<file path="config.mk">
export PLATFORM = sky130hd
export DESIGN_NAME = pipe_skid_slice
export DESIGN_NICKNAME = d
export VERILOG_FILES = /design/src/rtl/pipe_skid_slice_pkg.sv /design/src/rtl/pipe_skid_slice_dffs_en.sv /design/src/rtl/pipe_skid_slice.sv
export SDC_FILE = /design/constraint.sdc
export NUM_CORES = 1
export LEC_CHECK = 0
export BUFFER_PORTS_ARGS = -buffer_cell sky130_fd_sc_hd__buf_4
export CAP_MARGIN = 20
export CORE_UTILIZATION = 53
export DETAILED_ROUTE_END_ITERATION = 6
export PLACE_DENSITY = 0.83
export SETUP_SLACK_MARGIN = 0.02
export SLEW_MARGIN = 0
export SYNTH_ARGS = -nofsm -noshare
export SYNTH_HDL_FRONTEND = slang
export SYNTH_SLANG_ARGS = --single-unit
</file>
<file path="constraint.sdc">
create_clock -name clk -period 2.5 [get_ports clk]
set_input_delay 0 -clock clk [delete_from_list [all_inputs] [get_ports clk]]
set_output_delay 0 -clock clk [all_outputs]
set_load 0.01 [all_outputs]
</file>
<file path="src/rtl/pipe_skid_slice_pkg.sv">
// Shared types and constants for the pipe_skid_slice two-entry skid buffer.
package pipe_skid_slice_pkg;

    localparam int SKID_DEFAULT_WIDTH = 32;

    typedef enum logic [1:0] {
        EMPTY = 2'd0,
        BUSY  = 2'd1,
        FULL  = 2'd2
    } skid_state_e;

endpackage

</file>
<file path="src/rtl/pipe_skid_slice_dffs_en.sv">
// dffs_en: WIDTH-bit enable flop with synchronous active-low reset to zero.
module dffs_en #(
    parameter int WIDTH = 32
) (
    input  logic             clk,
    input  logic             rst_l,
    input  logic             en,
    input  logic [WIDTH-1:0] d,
    output logic [WIDTH-1:0] q
);

    always_ff @(posedge clk) begin
        if (!rst_l)
            q <= '0;
        else if (en)
            q <= d;
    end

endmodule

</file>
<file path="src/rtl/pipe_skid_slice.sv">
// Two-entry valid/ready skid slice: main register drives the output, skid absorbs one beat.
// Optional stall counter enabled by defining PIPE_SKID_PERF_EN.
module pipe_skid_slice
    import pipe_skid_slice_pkg::*;
#(
    parameter int WIDTH = SKID_DEFAULT_WIDTH
) (
    input  logic             clk,
    input  logic             rst_l,
    input  logic             flush,
    input  logic             in_valid,
    output logic             in_ready,
    input  logic [WIDTH-1:0] in_data,
    output logic             out_valid,
    input  logic             out_ready,
`ifdef PIPE_SKID_PERF_EN
    output logic [31:0]      stall_cnt,
`endif
    output logic [WIDTH-1:0] out_data
);

    skid_state_e       state;
    logic              in_fire;
    logic              out_fire;
    logic              main_en;
    logic              skid_en;
    logic [WIDTH-1:0]  main_d;
    logic [WIDTH-1:0]  skid_q;

    // Handshake flags depend only on the state register, so no comb path in->out.
    assign out_valid = (state != EMPTY);
    assign in_ready  = (state != FULL);
    assign in_fire   = in_valid & in_ready;
    assign out_fire  = out_valid & out_ready;

    always_comb begin
        main_en = 1'b0;
        skid_en = 1'b0;
        main_d  = in_data;
        if (!flush) begin
            unique case (state)
                EMPTY: main_en = in_fire;
                BUSY: begin
                    main_en = in_fire & out_fire;
                    skid_en = in_fire & ~out_fire;
                end
                FULL: begin
                    main_en = out_fire;
                    main_d  = skid_q;
                end
                default: ;
            endcase
        end
    end

    always_ff @(posedge clk) begin
        if (!rst_l) begin
            state <= EMPTY;
        end else if (flush) begin
            state <= EMPTY;
        end else begin
            unique case (state)
                EMPTY: if (in_fire) state <= BUSY;
                BUSY: begin
                    if (in_fire && !out_fire)
                        state <= FULL;
                    else if (!in_fire && out_fire)
                        state <= EMPTY;
                end
                FULL:    if (out_fire) state <= BUSY;
                default: state <= EMPTY;
            endcase
        end
    end

    dffs_en #(.WIDTH(WIDTH)) u_main (
        .clk   (clk),
        .rst_l (rst_l),
        .en    (main_en),
        .d     (main_d),
        .q     (out_data)
    );

    dffs_en #(.WIDTH(WIDTH)) u_skid (
        .clk   (clk),
        .rst_l (rst_l),
        .en    (skid_en),
        .d     (in_data),
        .q     (skid_q)
    );

`ifdef PIPE_SKID_PERF_EN
    // Counts downstream back-pressure cycles; survives flush, saturates at all-ones.
    always_ff @(posedge clk) begin
        if (!rst_l)
            stall_cnt <= '0;
        else if (out_valid && !out_ready && (stall_cnt != 32'hFFFF_FFFF))
            stall_cnt <= stall_cnt + 32'd1;
    end
`endif

endmodule
</file>
Yosys cells after proc, flatten, opt, wreduce, memory -nomap -nowiden
Index checks and enable logic that the tools add are counted.
{"block": "op_classes", "n_eq_ne": 6, "n_mux": 11, "bitwise": 6, "n_reduce_logical": 8}
{"op": "two-way mux 32 bit", "n": 2}
{"op": "two-way mux 2 bit", "n": 4}
{"op": "!= test 2 bit, second input constant", "n": 3}
{"op": "case mux 2 bit (3 select lines)", "n": 1}
{"op": "AND 1 bit", "n": 4}
{"op": "two-way mux 1 bit", "n": 3}
{"op": "!= test 3 bit, second input constant", "n": 1}
{"op": "case mux 1 bit (3 select lines)", "n": 1}
{"op": "AND reduction 3 bit", "n": 1}
{"op": "equality test 2 x 1 -> 1 bit, second input constant", "n": 1}
{"op": "equality test 2 bit, second input constant", "n": 1}
{"op": "logical AND 1 bit", "n": 2}
{"op": "zero test 1 bit", "n": 2}
{"op": "zero test 2 bit", "n": 1}
{"op": "NOT 1 bit", "n": 2}
{"op": "nonzero test 2 bit", "n": 1}
{"op": "OR reduction 2 bit", "n": 1}
{"block": "totals", "regBits": 66, "in_bits": 37, "elab_cells": 34}

Depth between registers and ports, before layout
Gate-level depths: netlist of run 1.
{"block": "depth", "word_depth": 7, "ltp_mapped": 11, "depth_no_buf": 7}

Cells and area by module
Synthesis of run 1 repeated with hierarchy kept, for this count alone.
{"block": "hier_totals", "hier_cells": 265, "hier_area_um2": 3231.8}
{"mod": "dffs_en", "instances": 2, "cells_each": 103, "area_each_um2": 1243.7, "seq_area_each_um2": 640.6}
{"mod": "pipe_skid_slice", "instances": 1, "cells_each": 59, "area_each_um2": 744.5, "seq_area_each_um2": 40.0}

Least setup slack after synthesis of run 1
Ideal clock, no wire load.
{"block": "synth_timing", "kind": "reg-to-reg", "from": "register state[0]", "to": "register u_main.q[10]", "setup_time_ns": 0.146, "arrival_ns": 2.026, "required_time_ns": 2.354, "path_slack_ns": 0.328, "stages_incl_launch_ff": 11, "path_buffers": 4, "cell_sequence": "dfxtp_1 -> buf_6 -> nand2b_1 -> buf_4 -> buf_4 -> and2_1 -> ha_1 -> mux2_4 -> buf_2 -> a211oi_1 -> a211oi_2"}
{"block": "synth_via", "elab_chain_len": 5, "elab_cells_between_ends": 12}
{"element": "start, declared", "line": "pipe_skid_slice.sv:22", "source": "skid_state_e state;"}
{"element": "start signal, assigned", "line": "pipe_skid_slice.sv:58", "source": "state <= EMPTY;"}
{"element": "start signal, assigned", "line": "pipe_skid_slice.sv:60", "source": "state <= EMPTY;"}
{"element": "start signal, assigned", "line": "pipe_skid_slice.sv:63", "source": "EMPTY: if (in_fire) state <= BUSY;"}
{"element": "!= test 2 bit (*)", "line": "pipe_skid_slice.sv:32", "source": "assign in_ready = (state != FULL);"}
{"element": "named net in_ready", "line": "pipe_skid_slice.sv:12", "source": "output logic in_ready,"}
{"element": "AND 1 bit (*)", "line": "pipe_skid_slice.sv:33", "source": "assign in_fire = in_valid & in_ready;"}
{"element": "AND 1 bit", "line": "pipe_skid_slice.sv:44", "source": "main_en = in_fire & out_fire;"}
{"element": "case mux 1 bit (3 select lines) (*)", "line": "pipe_skid_slice.sv:41", "source": "unique case (state)"}
{"element": "two-way mux 1 bit (*)", "line": "pipe_skid_slice.sv:40", "source": "if (!flush) begin"}
{"element": "end signal, assigned", "line": "pipe_skid_slice_dffs_en.sv:14", "source": "q <= '0;"}
{"element": "end signal, assigned", "line": "pipe_skid_slice_dffs_en.sv:16", "source": "q <= d;"}
{"element": "end, declared", "line": "pipe_skid_slice_dffs_en.sv:9", "source": "output logic [WIDTH-1:0] q"}
The timed path passes the listed nets; every way through them passes the cells marked *.
A chain may end at the register's enable or synchronous reset.

Worst setup path in the final report of run 1
{"block": "layout_timing", "from": "register state[1]", "to": "register u_main.q[13]"}
{"block": "layout_via", "elab_chain_len": 5, "elab_cells_between_ends": 12}
{"element": "!= test 2 bit / nonzero test 2 bit (equally long branches)", "line": "pipe_skid_slice.sv:32, pipe_skid_slice.sv:31"}
{"element": "AND 1 bit (on tied branches)", "line": "pipe_skid_slice.sv:33, pipe_skid_slice.sv:34"}
{"element": "AND 1 bit", "line": "pipe_skid_slice.sv:44"}
{"element": "case mux 1 bit (3 select lines)", "line": "pipe_skid_slice.sv:41"}
{"element": "two-way mux 1 bit", "line": "pipe_skid_slice.sv:40"}
Parallel ways exist; a longest one is shown, timed or not.

==> run_summary.xml, run 1 <==
<?xml version="1.0" encoding="UTF-8"?>
<metrics>
  <group name="placement">
    <metric name="placement.setup.worst_slack" unit="ns">0.237</metric>
    <metric name="place_hpwl" unit="mm">4.70</metric>
    <metric name="port_buffers" unit="">70</metric>
    <metric name="placedCellCount" unit="">433</metric>
    <metric name="routabilityCongestion" unit="">0.735</metric>
  </group>
  <group name="timing">
    <metric name="report.final.setup_viol" unit="">0</metric>
    <metric name="finalHoldViolations" unit="">0</metric>
    <metric name="fin_crit" unit="ns">2.28</metric>
    <metric name="slew_viol_final" unit="">0</metric>
    <metric name="grt_setup_unrepaired" unit="">no</metric>
    <metric name="final.period_utilization" unit="%">91.1</metric>
    <metric name="max_freq" unit="GHz">0.439</metric>
    <metric name="finClkSkew" unit="ns">0.00683</metric>
    <metric name="maxSlewHeadroom" unit="%">56.6</metric>
    <metric name="final_worst_slack" unit="ns">0.223</metric>
    <metric name="worstMarginPinSlew" unit="ns">0.651</metric>
    <metric name="final_sum_of_negative_setup_slack" unit="ns">0</metric>
  </group>
  <group name="synthesis">
    <metric name="postSynth.asyncResetShare" unit="%">0</metric>
    <metric name="synth-main-ff-cell" unit="">sky130_fd_sc_hd__dfxtp_1</metric>
    <metric name="post_synth_main_area_contributors" unit="">sky130_fd_sc_hd__dfxtp_1 (44%), sky130_fd_sc_hd__a211oi_2 (12%), sky130_fd_sc_hd__mux2i_1 (11%), sky130_fd_sc_hd__a211oi_1 (8.4%), sky130_fd_sc_hd__nand2_1 (7.9%)</metric>
    <metric name="synth_edf_count" unit="">0</metric>
    <metric name="syn_area" unit="mm²">0.00304</metric>
    <metric name="yosys.area.top_type_share" unit="%">43.5</metric>
    <metric name="postSynthRegisterBits" unit="">66</metric>
    <metric name="post-synth-top-count-cell" unit="">sky130_fd_sc_hd__dfxtp_1</metric>
    <metric name="synthMuxAreaShare" unit="%">11.0</metric>
    <metric name="synth_top_family_by_area" unit="">compound AO/OA/AOI/OAI gates</metric>
    <metric name="synthesis.instances" unit="">313</metric>
    <metric name="post_synthesis_share_of_cell_area_spent_on_xor_and_xnor_gates" unit="%">0</metric>
    <metric name="syn-mean-instance-area" unit="µm²">9.70</metric>
    <metric name="synth-compound-area-share" unit="%">27.2</metric>
    <metric name="synthDistinctLibCells" unit="">27</metric>
    <metric name="syn_nets" unit="">352</metric>
    <metric name="synth.yosys.seq_area_share" unit="%">43.5</metric>
    <metric name="synth_common_cells" unit="">sky130_fd_sc_hd__dfxtp_1 (66), sky130_fd_sc_hd__nand2_1 (64), sky130_fd_sc_hd__a211oi_1 (34), sky130_fd_sc_hd__a21oi_1 (33), sky130_fd_sc_hd__mux2i_1 (32)</metric>
    <metric name="yosys.area_share.adder" unit="%">0.824</metric>
    <metric name="post_synthesis_share_of_cell_area_spent_on_and_or_nand_and_nor_gates" unit="%">11.1</metric>
    <metric name="synth-warning-count" unit="">0</metric>
    <metric name="yosysTopAreaCell" unit="">sky130_fd_sc_hd__dfxtp_1</metric>
  </group>
  <group name="clock_tree">
    <metric name="clock-sinks" unit="">66</metric>
    <metric name="cts-buffers-inserted" unit="">9</metric>
    <metric name="cts_max_level" unit="">3</metric>
    <metric name="clkLatencyLatePin" unit="ns">0.34</metric>
    <metric name="cts_repair_resized_insts" unit="">0</metric>
    <metric name="clkTransAtPathRegs" unit="ns">0.06</metric>
    <metric name="clock_tree.root_cell" unit="">sky130_fd_sc_hd__clkbuf_8</metric>
    <metric name="ctsLongestPathBuffers" unit="">2</metric>
    <metric name="cts_tree" unit="">built</metric>
  </group>
  <group name="layout">
    <metric name="number_of_nets_in_the_final_layout" unit="">447</metric>
    <metric name="fill_cells" unit="">388</metric>
    <metric name="post_route_cells_drive_above_1_share" unit="%">31.2</metric>
    <metric name="layoutNonFillerInstCount" unit="">485</metric>
    <metric name="multiInputGateArea" unit="mm²">0.00155</metric>
    <metric name="flow.area_growth_from_synthesis" unit="%">35.6</metric>
    <metric name="antenna_cells" unit="">0</metric>
    <metric name="utilization" unit="%">74.8</metric>
    <metric name="sequential_cell_area" unit="mm²">0.00132</metric>
  </group>
  <group name="routing">
    <metric name="first_iter_violations" unit="">134</metric>
    <metric name="vias" unit="">2652</metric>
    <metric name="drt_pre_antenna_iters" unit="">4</metric>
    <metric name="routedWlPerCell" unit="µm">15.9</metric>
    <metric name="drt_drc_violations_left" unit="">0</metric>
    <metric name="ant_nets" unit="">0</metric>
    <metric name="finalWirelength" unit="mm">7.70</metric>
    <metric name="vias_per_cell" unit="">5.47</metric>
  </group>
  <group name="grt">
    <metric name="grt_overflow" unit="">0</metric>
    <metric name="grt_start_max_net_pins" unit="">37</metric>
    <metric name="grt_antenna_before_repair" unit="">0</metric>
    <metric name="global_route.usage.total" unit="%">26.7</metric>
    <metric name="first_global_vias" unit="">2555</metric>
    <metric name="grt_pass1_wl" unit="mm">12.4</metric>
  </group>
  <group name="floorplanning">
    <metric name="die_width" unit="µm">77.7</metric>
    <metric name="die-height" unit="µm">77.7</metric>
    <metric name="core_area" unit="mm²">0.00551</metric>
    <metric name="ioPinCount" unit="">71</metric>
    <metric name="initial_core_util" unit="%">55.1</metric>
    <metric name="core.rowCount" unit="">27</metric>
    <metric name="die-area" unit="mm²">0.00604</metric>
  </group>
  <group name="critical_path">
    <metric name="startpoint_class_of_the_critical_path" unit="">flop</metric>
    <metric name="crit_path_end_kind" unit="">flop</metric>
    <metric name="timing.setup.critical_path_class" unit="">flop to flop</metric>
    <metric name="timing.critical_path.required" unit="ns">2.69</metric>
    <metric name="critical_path.max_fanout" unit="">22</metric>
    <metric name="cp_data_arrival_time" unit="ns">2.47</metric>
  </group>
  <group name="pwr">
    <metric name="power_per_cell_area" unit="mW/mm²">570</metric>
    <metric name="leakagePower" unit="nW">1.76</metric>
    <metric name="vdd_ir_drop_max" unit="mV">0.420</metric>
  </group>
  <group name="flow_run">
    <metric name="cap_violations" unit="">0</metric>
  </group>
  <group name="min_path">
    <metric name="worstHoldPathType" unit="">input pin to flop</metric>
  </group>
  <group name="status">
    <metric name="outcome" unit="">complete, no violations</metric>
  </group>
</metrics>
[per-layer routing]
metal / track usage (%) / routed length (µm) / vias up
met3: 5.76 / 349 / 9
li1: - / - / 1323
met2: 44.2 / 3800 / 73
met5: 0 / 0 / -
met4: 10.6 / 90 / 0
met1: 33.8 / 3460 / 1247
[final cells by class]
type,instances,area share (%)
well taps,72,2.19
inverters,2,0.182
repair buffers,116,23.6
multi-input cells,213,37.5
flip-flops and latches,66,32.1
clock buffers,13,3.37
clock inverters,3,0.973
[report_power, final]
part | leakage, nW | switching [W] | internal (W)
combinational | 1.13 | 0.000180 | 0.000199
sequential | 0.538 | 0.0000309 | 0.00110
clock | 0.0914 | 0.000382 | 0.000459
[repair_timing]
action | 4_1_cts | 5_1_grt
hold endpoints to repair | 34 | 0
hold buffers | 36 | 0
setup buffers | 0 | 0
[worst paths after layout]
path | start | to | slack [ns] | cells past startpoint
worst max-delay path | state[1] | u_main.q[13] | 0.22 | 7
worst max register to register | state[1] | u_main.q[13] | 0.22 | 7
worst min register to register | u_skid.q[2] | u_skid.q[2] | 0.45 | 2
worst min-delay path | in_valid | state[0] | 0.04 | 4
[cells by family (layout without fill, tap and decap cells)]
group	count (synthesis)	in the layout
AO/OA/AOI/OAI	100	100
adder cells (fa/ha/maj)	2	2
buffers and inverters	34	134
flip-flops	66	66
multiplexers	33	33
AND/OR/NAND/NOR	78	78
[placed cells by master, fill, tap and decap left out, types with 2 or more instances in the layout]
cell type                       count
sky130_fd_sc_hd__buf_4             79
sky130_fd_sc_hd__dfxtp_1           66
sky130_fd_sc_hd__nand2_1           64
sky130_fd_sc_hd__dlygate4sd3_1     36
sky130_fd_sc_hd__a211oi_1          34
sky130_fd_sc_hd__a21oi_1           33
sky130_fd_sc_hd__mux2i_1           32
sky130_fd_sc_hd__a211oi_2          30
sky130_fd_sc_hd__clkbuf_8           9
sky130_fd_sc_hd__clkbuf_1           4
sky130_fd_sc_hd__nand2b_1           3
sky130_fd_sc_hd__and2_1             2
sky130_fd_sc_hd__ha_1               2
sky130_fd_sc_hd__clkinv_2           2
[metrics by stage]
| step | area, µm² | hold WS (ns) | total power [W] |
|---|---|---|---|
| 2_1_floorplan | 3040 | 0.136 | 0.00134 |
| 3_3_place_gp | 3580 | 0.260 | 0.00147 |
| 3_5_place_dp | 3580 | 0.268 | 0.00148 |
| 4_1_cts | 4120 | 0.0319 | 0.00236 |
| 5_1_grt | 4120 | 0.0411 | 0.00244 |
| 6_report | 4120 | 0.0393 | 0.00235 |
[registers in the layout, summed over array words and instances (netlist names)]
| signal | cells |
|---|---|
| u_main.q | 32 |
| u_skid.q | 32 |
| state | 2 |
[critical path: stages (launching register included)]
cell                       delay, ns
sky130_fd_sc_hd__dfxtp_1        0.41
sky130_fd_sc_hd__or2_2          0.35
sky130_fd_sc_hd__and2_1         0.18
sky130_fd_sc_hd__ha_1           0.18
sky130_fd_sc_hd__mux2_4         0.33
sky130_fd_sc_hd__buf_4          0.24
sky130_fd_sc_hd__a211oi_1       0.35
sky130_fd_sc_hd__a211oi_2       0.08
Power figures use the tool's default switching activity.
==> inputs of run 2 (changes only) <==
--- a/config.mk
+++ b/config.mk
@@ -7,11 +7,12 @@
 export LEC_CHECK = 0
 export BUFFER_PORTS_ARGS = -buffer_cell sky130_fd_sc_hd__buf_4
 export CAP_MARGIN = 20
-export CORE_UTILIZATION = 53
+export CORE_UTILIZATION = 54
 export DETAILED_ROUTE_END_ITERATION = 6
-export PLACE_DENSITY = 0.83
+export PLACE_DENSITY = 0.79
 export SETUP_SLACK_MARGIN = 0.02
 export SLEW_MARGIN = 0
 export SYNTH_ARGS = -nofsm -noshare
 export SYNTH_HDL_FRONTEND = slang
+export SYNTH_HIERARCHICAL = 1
 export SYNTH_SLANG_ARGS = --single-unit
==> run 2 against run 1 <==
  * Die area grew 4.3%
  * Via count fell by 18%
  * Clock power shrank 4.2%
  * Setup slack better by 0.067 ns
  * Critical path type unchanged
  * Critical endpoint is now state[1]
==> run_summary.xml, run 2 <==
<?xml version="1.0" encoding="UTF-8"?>
<metrics>
  <group name="status">
    <metric name="outcome" unit="">complete, no violations</metric>
  </group>
  <group name="grt">
    <metric name="global_route.usage.total" unit="%">20.2</metric>
    <metric name="grt_antenna_before_repair" unit="">0</metric>
    <metric name="use_met2" unit="%">33.9</metric>
    <metric name="grt_overflow" unit="">0</metric>
    <metric name="grt_pass1_wl" unit="mm">9.64</metric>
    <metric name="grt.busiest_layer" unit="">met2</metric>
    <metric name="gr-usage-met3" unit="%">6.32</metric>
    <metric name="globalRouteMet1Util" unit="%">24.5</metric>
    <metric name="grt_start_max_net_pins" unit="">66</metric>
    <metric name="first_global_vias" unit="">2125</metric>
  </group>
  <group name="layout">
    <metric name="flow.area_growth_from_synthesis" unit="%">30.1</metric>
    <metric name="most_frequent_standard_cell_in_the_layout_excluding_fill_and_tap_cells" unit="">sky130_fd_sc_hd__buf_4</metric>
    <metric name="stdcell_area" unit="mm²">0.00420</metric>
    <metric name="layout.cells.most_common_list" unit="">sky130_fd_sc_hd__buf_4 (76), sky130_fd_sc_hd__dfxtp_1 (66), sky130_fd_sc_hd__mux2i_1 (64), sky130_fd_sc_hd__nor2b_1 (64), sky130_fd_sc_hd__dlygate4sd3_1 (34)</metric>
    <metric name="layoutNonFillerInstCount" unit="">446</metric>
    <metric name="reg.largest.list" unit="">u_main/q: 32 flops, u_skid/q: 32 flops, state: 2 flops</metric>
    <metric name="antenna_cells" unit="">0</metric>
    <metric name="number_of_nets_in_the_final_layout" unit="">408</metric>
    <metric name="utilization" unit="%">74.5</metric>
    <metric name="post_route_cells_drive_above_1_share" unit="%">35.6</metric>
  </group>
  <group name="timing">
    <metric name="fin_crit" unit="ns">2.21</metric>
    <metric name="final_sum_of_negative_setup_slack" unit="ns">0</metric>
    <metric name="maxSlewHeadroom" unit="%">65.5</metric>
    <metric name="finalHoldViolations" unit="">0</metric>
    <metric name="worstMarginPinSlew" unit="ns">0.517</metric>
    <metric name="finClkSkew" unit="ns">0.00904</metric>
    <metric name="grt_setup_unrepaired" unit="">no</metric>
    <metric name="slew_viol_final" unit="">0</metric>
    <metric name="fin_hold_ws" unit="ns">0.0400</metric>
    <metric name="report.final.setup_viol" unit="">0</metric>
    <metric name="max_freq" unit="GHz">0.453</metric>
    <metric name="final.period_utilization" unit="%">88.4</metric>
  </group>
  <group name="synthesis">
    <metric name="postSynth.asyncResetShare" unit="%">0</metric>
    <metric name="synth-warning-count" unit="">6</metric>
    <metric name="synthesis.instances" unit="">265</metric>
    <metric name="synthDistinctLibCells" unit="">23</metric>
    <metric name="synth_common_cells" unit="">sky130_fd_sc_hd__dfxtp_1 (66), sky130_fd_sc_hd__mux2i_1 (64), sky130_fd_sc_hd__nor2b_1 (64), sky130_fd_sc_hd__mux2_4 (30), sky130_fd_sc_hd__buf_12 (9)</metric>
    <metric name="syn_nets" unit="">304</metric>
    <metric name="synth.yosys.seq_area_share" unit="%">40.9</metric>
    <metric name="synth_edf_count" unit="">0</metric>
    <metric name="syn-mean-instance-area" unit="µm²">12.2</metric>
    <metric name="yosysTopAreaCell" unit="">sky130_fd_sc_hd__dfxtp_1</metric>
    <metric name="yosys.area.top_type_share" unit="%">40.9</metric>
    <metric name="syn_area" unit="mm²">0.00323</metric>
    <metric name="post_synth_main_area_contributors" unit="">sky130_fd_sc_hd__dfxtp_1 (41%), sky130_fd_sc_hd__mux2i_1 (20%), sky130_fd_sc_hd__mux2_4 (14%), sky130_fd_sc_hd__nor2b_1 (12%), sky130_fd_sc_hd__buf_12 (5.6%)</metric>
    <metric name="synth-main-ff-cell" unit="">sky130_fd_sc_hd__dfxtp_1</metric>
    <metric name="post-synth-top-count-cell" unit="">sky130_fd_sc_hd__dfxtp_1</metric>
    <metric name="postSynthRegisterBits" unit="">66</metric>
  </group>
  <group name="pwr">
    <metric name="leakagePower" unit="nW">1.70</metric>
    <metric name="power_per_cell_area" unit="mW/mm²">531</metric>
    <metric name="vdd_ir_drop_max" unit="mV">0.340</metric>
  </group>
  <group name="placement">
    <metric name="place_hpwl" unit="mm">3.77</metric>
    <metric name="routabilityCongestion" unit="">0.756</metric>
    <metric name="detailed_place.area" unit="mm²">0.00368</metric>
    <metric name="placedCellCount" unit="">396</metric>
    <metric name="port_buffers" unit="">70</metric>
  </group>
  <group name="routing">
    <metric name="vias" unit="">2182</metric>
    <metric name="routedWlPerCell" unit="µm">13.6</metric>
    <metric name="drt_drc_violations_left" unit="">0</metric>
    <metric name="first_iter_violations" unit="">88</metric>
    <metric name="vias_per_cell" unit="">4.89</metric>
    <metric name="finalWirelength" unit="mm">6.05</metric>
    <metric name="ant_nets" unit="">0</metric>
    <metric name="drt_pre_antenna_iters" unit="">4</metric>
  </group>
  <group name="clock_tree">
    <metric name="clkTransAtPathRegs" unit="ns">0.07</metric>
    <metric name="ctsLongestPathBuffers" unit="">2</metric>
    <metric name="cts-buffers-inserted" unit="">9</metric>
    <metric name="cts_tree" unit="">built</metric>
    <metric name="holdBufCountCts" unit="">34</metric>
    <metric name="clock-sinks" unit="">66</metric>
    <metric name="post-cts-setup-buffer-count" unit="">0</metric>
    <metric name="clkLatencyLatePin" unit="ns">0.33</metric>
    <metric name="cts_repair_resized_insts" unit="">0</metric>
    <metric name="clock_tree.root_cell" unit="">sky130_fd_sc_hd__clkbuf_8</metric>
    <metric name="cts_max_level" unit="">3</metric>
  </group>
  <group name="flow_run">
    <metric name="cap_violations" unit="">0</metric>
  </group>
  <group name="floorplanning">
    <metric name="initial_core_util" unit="%">57.3</metric>
    <metric name="core.rowCount" unit="">27</metric>
    <metric name="die-area" unit="mm²">0.00630</metric>
    <metric name="die-height" unit="µm">79.4</metric>
    <metric name="die_width" unit="µm">79.4</metric>
    <metric name="core_area" unit="mm²">0.00564</metric>
    <metric name="ioPinCount" unit="">71</metric>
  </group>
  <group name="critical_path">
    <metric name="worstPathCellList" unit="">or2_2, and2_1, inv_1, ha_1, nand2_1, o22a_2, a211oi_1, dlygate4sd3_1</metric>
    <metric name="cp_data_arrival_time" unit="ns">2.49</metric>
    <metric name="timing.critical_path.required" unit="ns">2.78</metric>
    <metric name="startpoint_class_of_the_critical_path" unit="">flop</metric>
    <metric name="critPathMaxStageDelay" unit="ns">0.57</metric>
    <metric name="crit_path_end_kind" unit="">flop</metric>
    <metric name="critical_path.max_fanout" unit="">8</metric>
    <metric name="timing.critical_path.slowest_stage_cell" unit="">sky130_fd_sc_hd__dlygate4sd3_1</metric>
    <metric name="timing.setup.critical_path_class" unit="">flop to flop</metric>
  </group>
  <group name="min_path">
    <metric name="worstHoldPathType" unit="">input pin to flop</metric>
  </group>
</metrics>
[run 2: cells by family (layout without fill, tap and decap cells)]
family / after synthesis / in the layout / share of synthesized area, %
adders and majority gates: 2 / 2 / 0.774
DFF: 66 / 66 / 40.9
buffers and inverters: 18 / 127 / 7.08
AOI/OAI and AO/OA: 7 / 7 / 1.55
and+or+nand+nor: 76 / 76 / 15.3
muxes: 96 / 96 / 34.5
[run 2: cell type report]
class	instances	area [µm²]
Multi-Input combinational cell	181	1700
Inverter	1	3.75
Sequential cell	66	1320
Fill cell	405	1440
Clock inverter	5	28.8
Clock buffer	11	151
Timing Repair Buffer	110	911
Tap cell	72	90.1
[run 2: final timing paths]
check | cells after the start | slack, ns | startpoint | endpoint
setup reg to reg | 8 | 0.29 | state[1] | state[1]
setup / recovery | 8 | 0.29 | state[1] | state[1]
hold / removal | 3 | 0.04 | flush | state[0]
hold reg to reg | 2 | 0.52 | u_main/q[7] | u_main/q[7]
[run 2: power breakdown]
| group | switching, W | internal, W | total [W] |
|---|---|---|---|
| combinational | 0.000118 | 0.000201 | 0.000320 |
| sequential | 0.0000205 | 0.00109 | 0.00111 |
| clock | 0.000398 | 0.000408 | 0.000806 |
| total | 0.000537 | 0.00169 | 0.00223 |
[run 2: metal layers]
| layer | vias up | routed length, µm |
|---|---|---|
| li1 | 1103 | - |
| met1 | 1024 | 2900 |
| met2 | 47 | 2860 |
| met3 | 8 | 225 |
| met4 | 0 | 65 |
| met5 | - | 0 |
[run 2: critical path, delay by kind of cell (launching register included)]
family                   cells  cell delay (ns)
buffers and inverters        2             0.62
AND/OR/NAND/NOR              3             0.60
AO/OA/AOI/OAI                2             0.41
flip-flops                   1             0.40
adder cells (fa/ha/maj)      1             0.13
[run 2: per-stage QoR]
| stage | setup WS, ns | total power [W] |
|---|---|---|
| 2_1_floorplan | 0.560 | 0.00130 |
| 3_3_place_gp | 0.398 | 0.00140 |
| 3_5_place_dp | 0.327 | 0.00141 |
| 4_1_cts | 0.295 | 0.00225 |
| 5_1_grt | 0.147 | 0.00233 |
| 6_report | 0.290 | 0.00223 |
==> inputs of run 3 (changes only) <==
--- a/config.mk
+++ b/config.mk
@@ -7,12 +7,11 @@
 export LEC_CHECK = 0
 export BUFFER_PORTS_ARGS = -buffer_cell sky130_fd_sc_hd__buf_4
 export CAP_MARGIN = 20
-export CORE_UTILIZATION = 54
+export CORE_UTILIZATION = 53
 export DETAILED_ROUTE_END_ITERATION = 6
 export PLACE_DENSITY = 0.79
 export SETUP_SLACK_MARGIN = 0.02
 export SLEW_MARGIN = 0
 export SYNTH_ARGS = -nofsm -noshare
 export SYNTH_HDL_FRONTEND = slang
-export SYNTH_HIERARCHICAL = 1
 export SYNTH_SLANG_ARGS = --single-unit
==> run 3 against run 2 <==
  * Die area decreased by 4.2%
  * First-iteration DRC count increased by 18%
  * Critical path depth decreased by 2
  * Maximum frequency decreased by 3.4%
  * Routed wire length increased by 29%
  * Utilization decreased by 0.78 points
  * Highest routed layer unchanged
  * Clock power decreased by 13%
==> run_summary.xml, run 3 (synthesis gave the netlist of run 1 again) <==
<?xml version="1.0" encoding="UTF-8"?>
<metrics>
  <group name="timing">
    <metric name="fin_crit" unit="ns">2.29</metric>
    <metric name="final_worst_slack" unit="ns">0.212</metric>
    <metric name="finalHoldViolations" unit="">0</metric>
    <metric name="final_sum_of_negative_setup_slack" unit="ns">0</metric>
    <metric name="worstMarginPinSlew" unit="ns">0.696</metric>
    <metric name="max_freq" unit="GHz">0.437</metric>
    <metric name="report.final.setup_viol" unit="">0</metric>
    <metric name="final.period_utilization" unit="%">91.5</metric>
    <metric name="slew_viol_final" unit="">0</metric>
    <metric name="finClkSkew" unit="ns">0.00488</metric>
    <metric name="grt_setup_unrepaired" unit="">no</metric>
    <metric name="maxSlewHeadroom" unit="%">53.5</metric>
  </group>
  <group name="placement">
    <metric name="port_buffers" unit="">70</metric>
    <metric name="placement.setup.worst_slack" unit="ns">0.237</metric>
    <metric name="routabilityCongestion" unit="">0.799</metric>
    <metric name="place_hpwl" unit="mm">4.90</metric>
  </group>
  <group name="grt">
    <metric name="global_route.usage.total" unit="%">26.9</metric>
    <metric name="grt_pass1_wl" unit="mm">12.8</metric>
    <metric name="gr-usage-met3" unit="%">4.47</metric>
    <metric name="grt_antenna_before_repair" unit="">0</metric>
    <metric name="grt_overflow" unit="">0</metric>
    <metric name="use_met2" unit="%">49.1</metric>
    <metric name="globalRouteMet1Util" unit="%">31.0</metric>
    <metric name="grt.busiest_layer" unit="">met2</metric>
    <metric name="first_global_vias" unit="">2768</metric>
    <metric name="grt_start_max_net_pins" unit="">35</metric>
  </group>
  <group name="critical_path">
    <metric name="worstReg2RegStart" unit="">state[1]</metric>
    <metric name="critPathMaxStageDelay" unit="ns">0.42</metric>
    <metric name="regToRegSetupSlack" unit="ns">0.21</metric>
    <metric name="worstPathBufferInverterCount" unit="">0</metric>
    <metric name="timing.critical_path.slowest_stage_cell" unit="">sky130_fd_sc_hd__dfxtp_1</metric>
    <metric name="cell_family_contributing_the_most_delay_on_the_critical_path" unit="">compound AO/OA/AOI/OAI gates</metric>
    <metric name="worstPathCellList" unit="">or2_2, and2_1, ha_1, mux2_4, a21o_4, a211oi_1</metric>
    <metric name="cp_data_arrival_time" unit="ns">2.53</metric>
    <metric name="timing.setup.critical_path_class" unit="">flop to flop</metric>
    <metric name="crit_path_end_kind" unit="">flop</metric>
    <metric name="timing.rr.end" unit="">u_main.q[0]</metric>
    <metric name="timing.critical_path.required" unit="ns">2.75</metric>
    <metric name="timing.reg2reg.worst_path_depth" unit="">6</metric>
    <metric name="startpoint_class_of_the_critical_path" unit="">flop</metric>
    <metric name="critical_path.max_fanout" unit="">32</metric>
  </group>
  <group name="floorplanning">
    <metric name="die_width" unit="µm">77.7</metric>
    <metric name="initial_core_util" unit="%">55.1</metric>
    <metric name="core_area" unit="mm²">0.00551</metric>
    <metric name="die-area" unit="mm²">0.00604</metric>
    <metric name="core.rowCount" unit="">27</metric>
    <metric name="ioPinCount" unit="">71</metric>
    <metric name="die-height" unit="µm">77.7</metric>
  </group>
  <group name="clock_tree">
    <metric name="cts_tree" unit="">built</metric>
    <metric name="cts_repair_resized_insts" unit="">0</metric>
    <metric name="ctsLongestPathBuffers" unit="">2</metric>
    <metric name="clkLatencyLatePin" unit="ns">0.33</metric>
    <metric name="post-cts-setup-buffer-count" unit="">0</metric>
    <metric name="clkTransAtPathRegs" unit="ns">0.07</metric>
    <metric name="cts_max_level" unit="">3</metric>
    <metric name="cts-buffers-inserted" unit="">9</metric>
    <metric name="clock-sinks" unit="">66</metric>
    <metric name="holdBufCountCts" unit="">35</metric>
    <metric name="clock_tree.root_cell" unit="">sky130_fd_sc_hd__clkbuf_8</metric>
  </group>
  <group name="layout">
    <metric name="flow.area_growth_from_synthesis" unit="%">33.7</metric>
    <metric name="antenna_cells" unit="">0</metric>
    <metric name="reg.largest.list" unit="">u_main.q: 32 flops, u_skid.q: 32 flops, state: 2 flops</metric>
    <metric name="post_route_cells_drive_above_1_share" unit="%">30.9</metric>
    <metric name="fill_cells" unit="">406</metric>
    <metric name="layout.cells.most_common_list" unit="">sky130_fd_sc_hd__buf_4 (78), sky130_fd_sc_hd__dfxtp_1 (66), sky130_fd_sc_hd__nand2_1 (64)</metric>
    <metric name="number_of_nets_in_the_final_layout" unit="">445</metric>
    <metric name="most_frequent_standard_cell_in_the_layout_excluding_fill_and_tap_cells" unit="">sky130_fd_sc_hd__buf_4</metric>
  </group>
  <group name="pwr">
    <metric name="power_per_cell_area" unit="mW/mm²">544</metric>
    <metric name="vdd_ir_drop_max" unit="mV">0.355</metric>
    <metric name="leakagePower" unit="nW">1.74</metric>
    <metric name="power.total" unit="W">0.00221</metric>
  </group>
  <group name="min_path">
    <metric name="min_delay_worst_endpoint" unit="">state[0]</metric>
    <metric name="min_delay_path_depth" unit="">3</metric>
    <metric name="worst_hold_startpoint" unit="">flush</metric>
    <metric name="worstHoldPathType" unit="">input pin to flop</metric>
  </group>
  <group name="routing">
    <metric name="vias" unit="">2671</metric>
    <metric name="first_iter_violations" unit="">104</metric>
    <metric name="routedWlPerCell" unit="µm">16.3</metric>
    <metric name="vias_per_cell" unit="">5.56</metric>
    <metric name="finalWirelength" unit="mm">7.80</metric>
    <metric name="ant_nets" unit="">0</metric>
    <metric name="drt_pre_antenna_iters" unit="">4</metric>
    <metric name="drt_drc_violations_left" unit="">0</metric>
  </group>
  <group name="status">
    <metric name="outcome" unit="">complete, no violations</metric>
  </group>
  <group name="flow_run">
    <metric name="cap_violations" unit="">0</metric>
  </group>
</metrics>
[run 3: cell types whose count changed in the layout (fill, tap and decap cells not counted), moves of 29 or more]
cell,delta
sky130_fd_sc_hd__nor2b_1,-64
sky130_fd_sc_hd__mux2_4,-29
sky130_fd_sc_hd__a211oi_2,+30
sky130_fd_sc_hd__nand2_1,+62
sky130_fd_sc_hd__mux2i_1,-32
sky130_fd_sc_hd__a211oi_1,+33
sky130_fd_sc_hd__a21oi_1,+31
[run 3: worst reg2reg max path: stages, from the launching register on]
cell                       delay [ns]
sky130_fd_sc_hd__dfxtp_1         0.42
sky130_fd_sc_hd__or2_2           0.36
sky130_fd_sc_hd__and2_1          0.18
sky130_fd_sc_hd__ha_1            0.19
sky130_fd_sc_hd__mux2_4          0.36
sky130_fd_sc_hd__a21o_4          0.41
sky130_fd_sc_hd__a211oi_1        0.29
[run 3: worst max path at each step]
stage                        end     start  cells after the start
floorplan           u_main.q[10]  state[0]                     10
finish               u_main.q[0]  state[1]                      6
global placement    u_main.q[31]  state[1]                      6
CTS                 u_main.q[10]  state[1]                      7
global route        u_main.q[31]  state[1]                      6
detailed placement  u_main.q[10]  state[1]                      7
[run 3: metal layers]
layer / vias to the layer above / wire length [µm]
met5: - / 0
met3: 13 / 344
li1: 1310 / -
met1: 1271 / 3300
met4: 0 / 143
met2: 77 / 4020
[run 3: cell type report]
| type | count | area, µm² | share of cell area [%] |
|---|---|---|---|
| Tap cell | 72 | 90.1 | 2.22 |
| Timing Repair Buffer | 114 | 956 | 23.5 |
| Multi-Input combinational cell | 213 | 1550 | 38.1 |
| Clock buffer | 12 | 135 | 3.33 |
| Inverter | 2 | 7.51 | 0.185 |
| Sequential cell | 66 | 1320 | 32.5 |
| Clock inverter | 1 | 5.00 | 0.123 |
[run 3: power by group]
part	switching [W]	internal, W
combinational	0.000182	0.000198
sequential	0.0000312	0.00110
clock	0.000355	0.000343
total	0.000569	0.00164
[run 3: per-stage QoR]
stage | util (%) | instance area, µm² | hold WS, ns | instances
after floorplan | - | 3040 | 0.136 | 313
after global placement | 64.8 | 3570 | 0.258 | 432
after detailed placement | 64.8 | 3570 | 0.265 | 432
after CTS | 73.7 | 4060 | 0.0205 | 480
after global routing | 73.7 | 4060 | 0.0319 | 480
final | 73.7 | 4060 | 0.0281 | 480
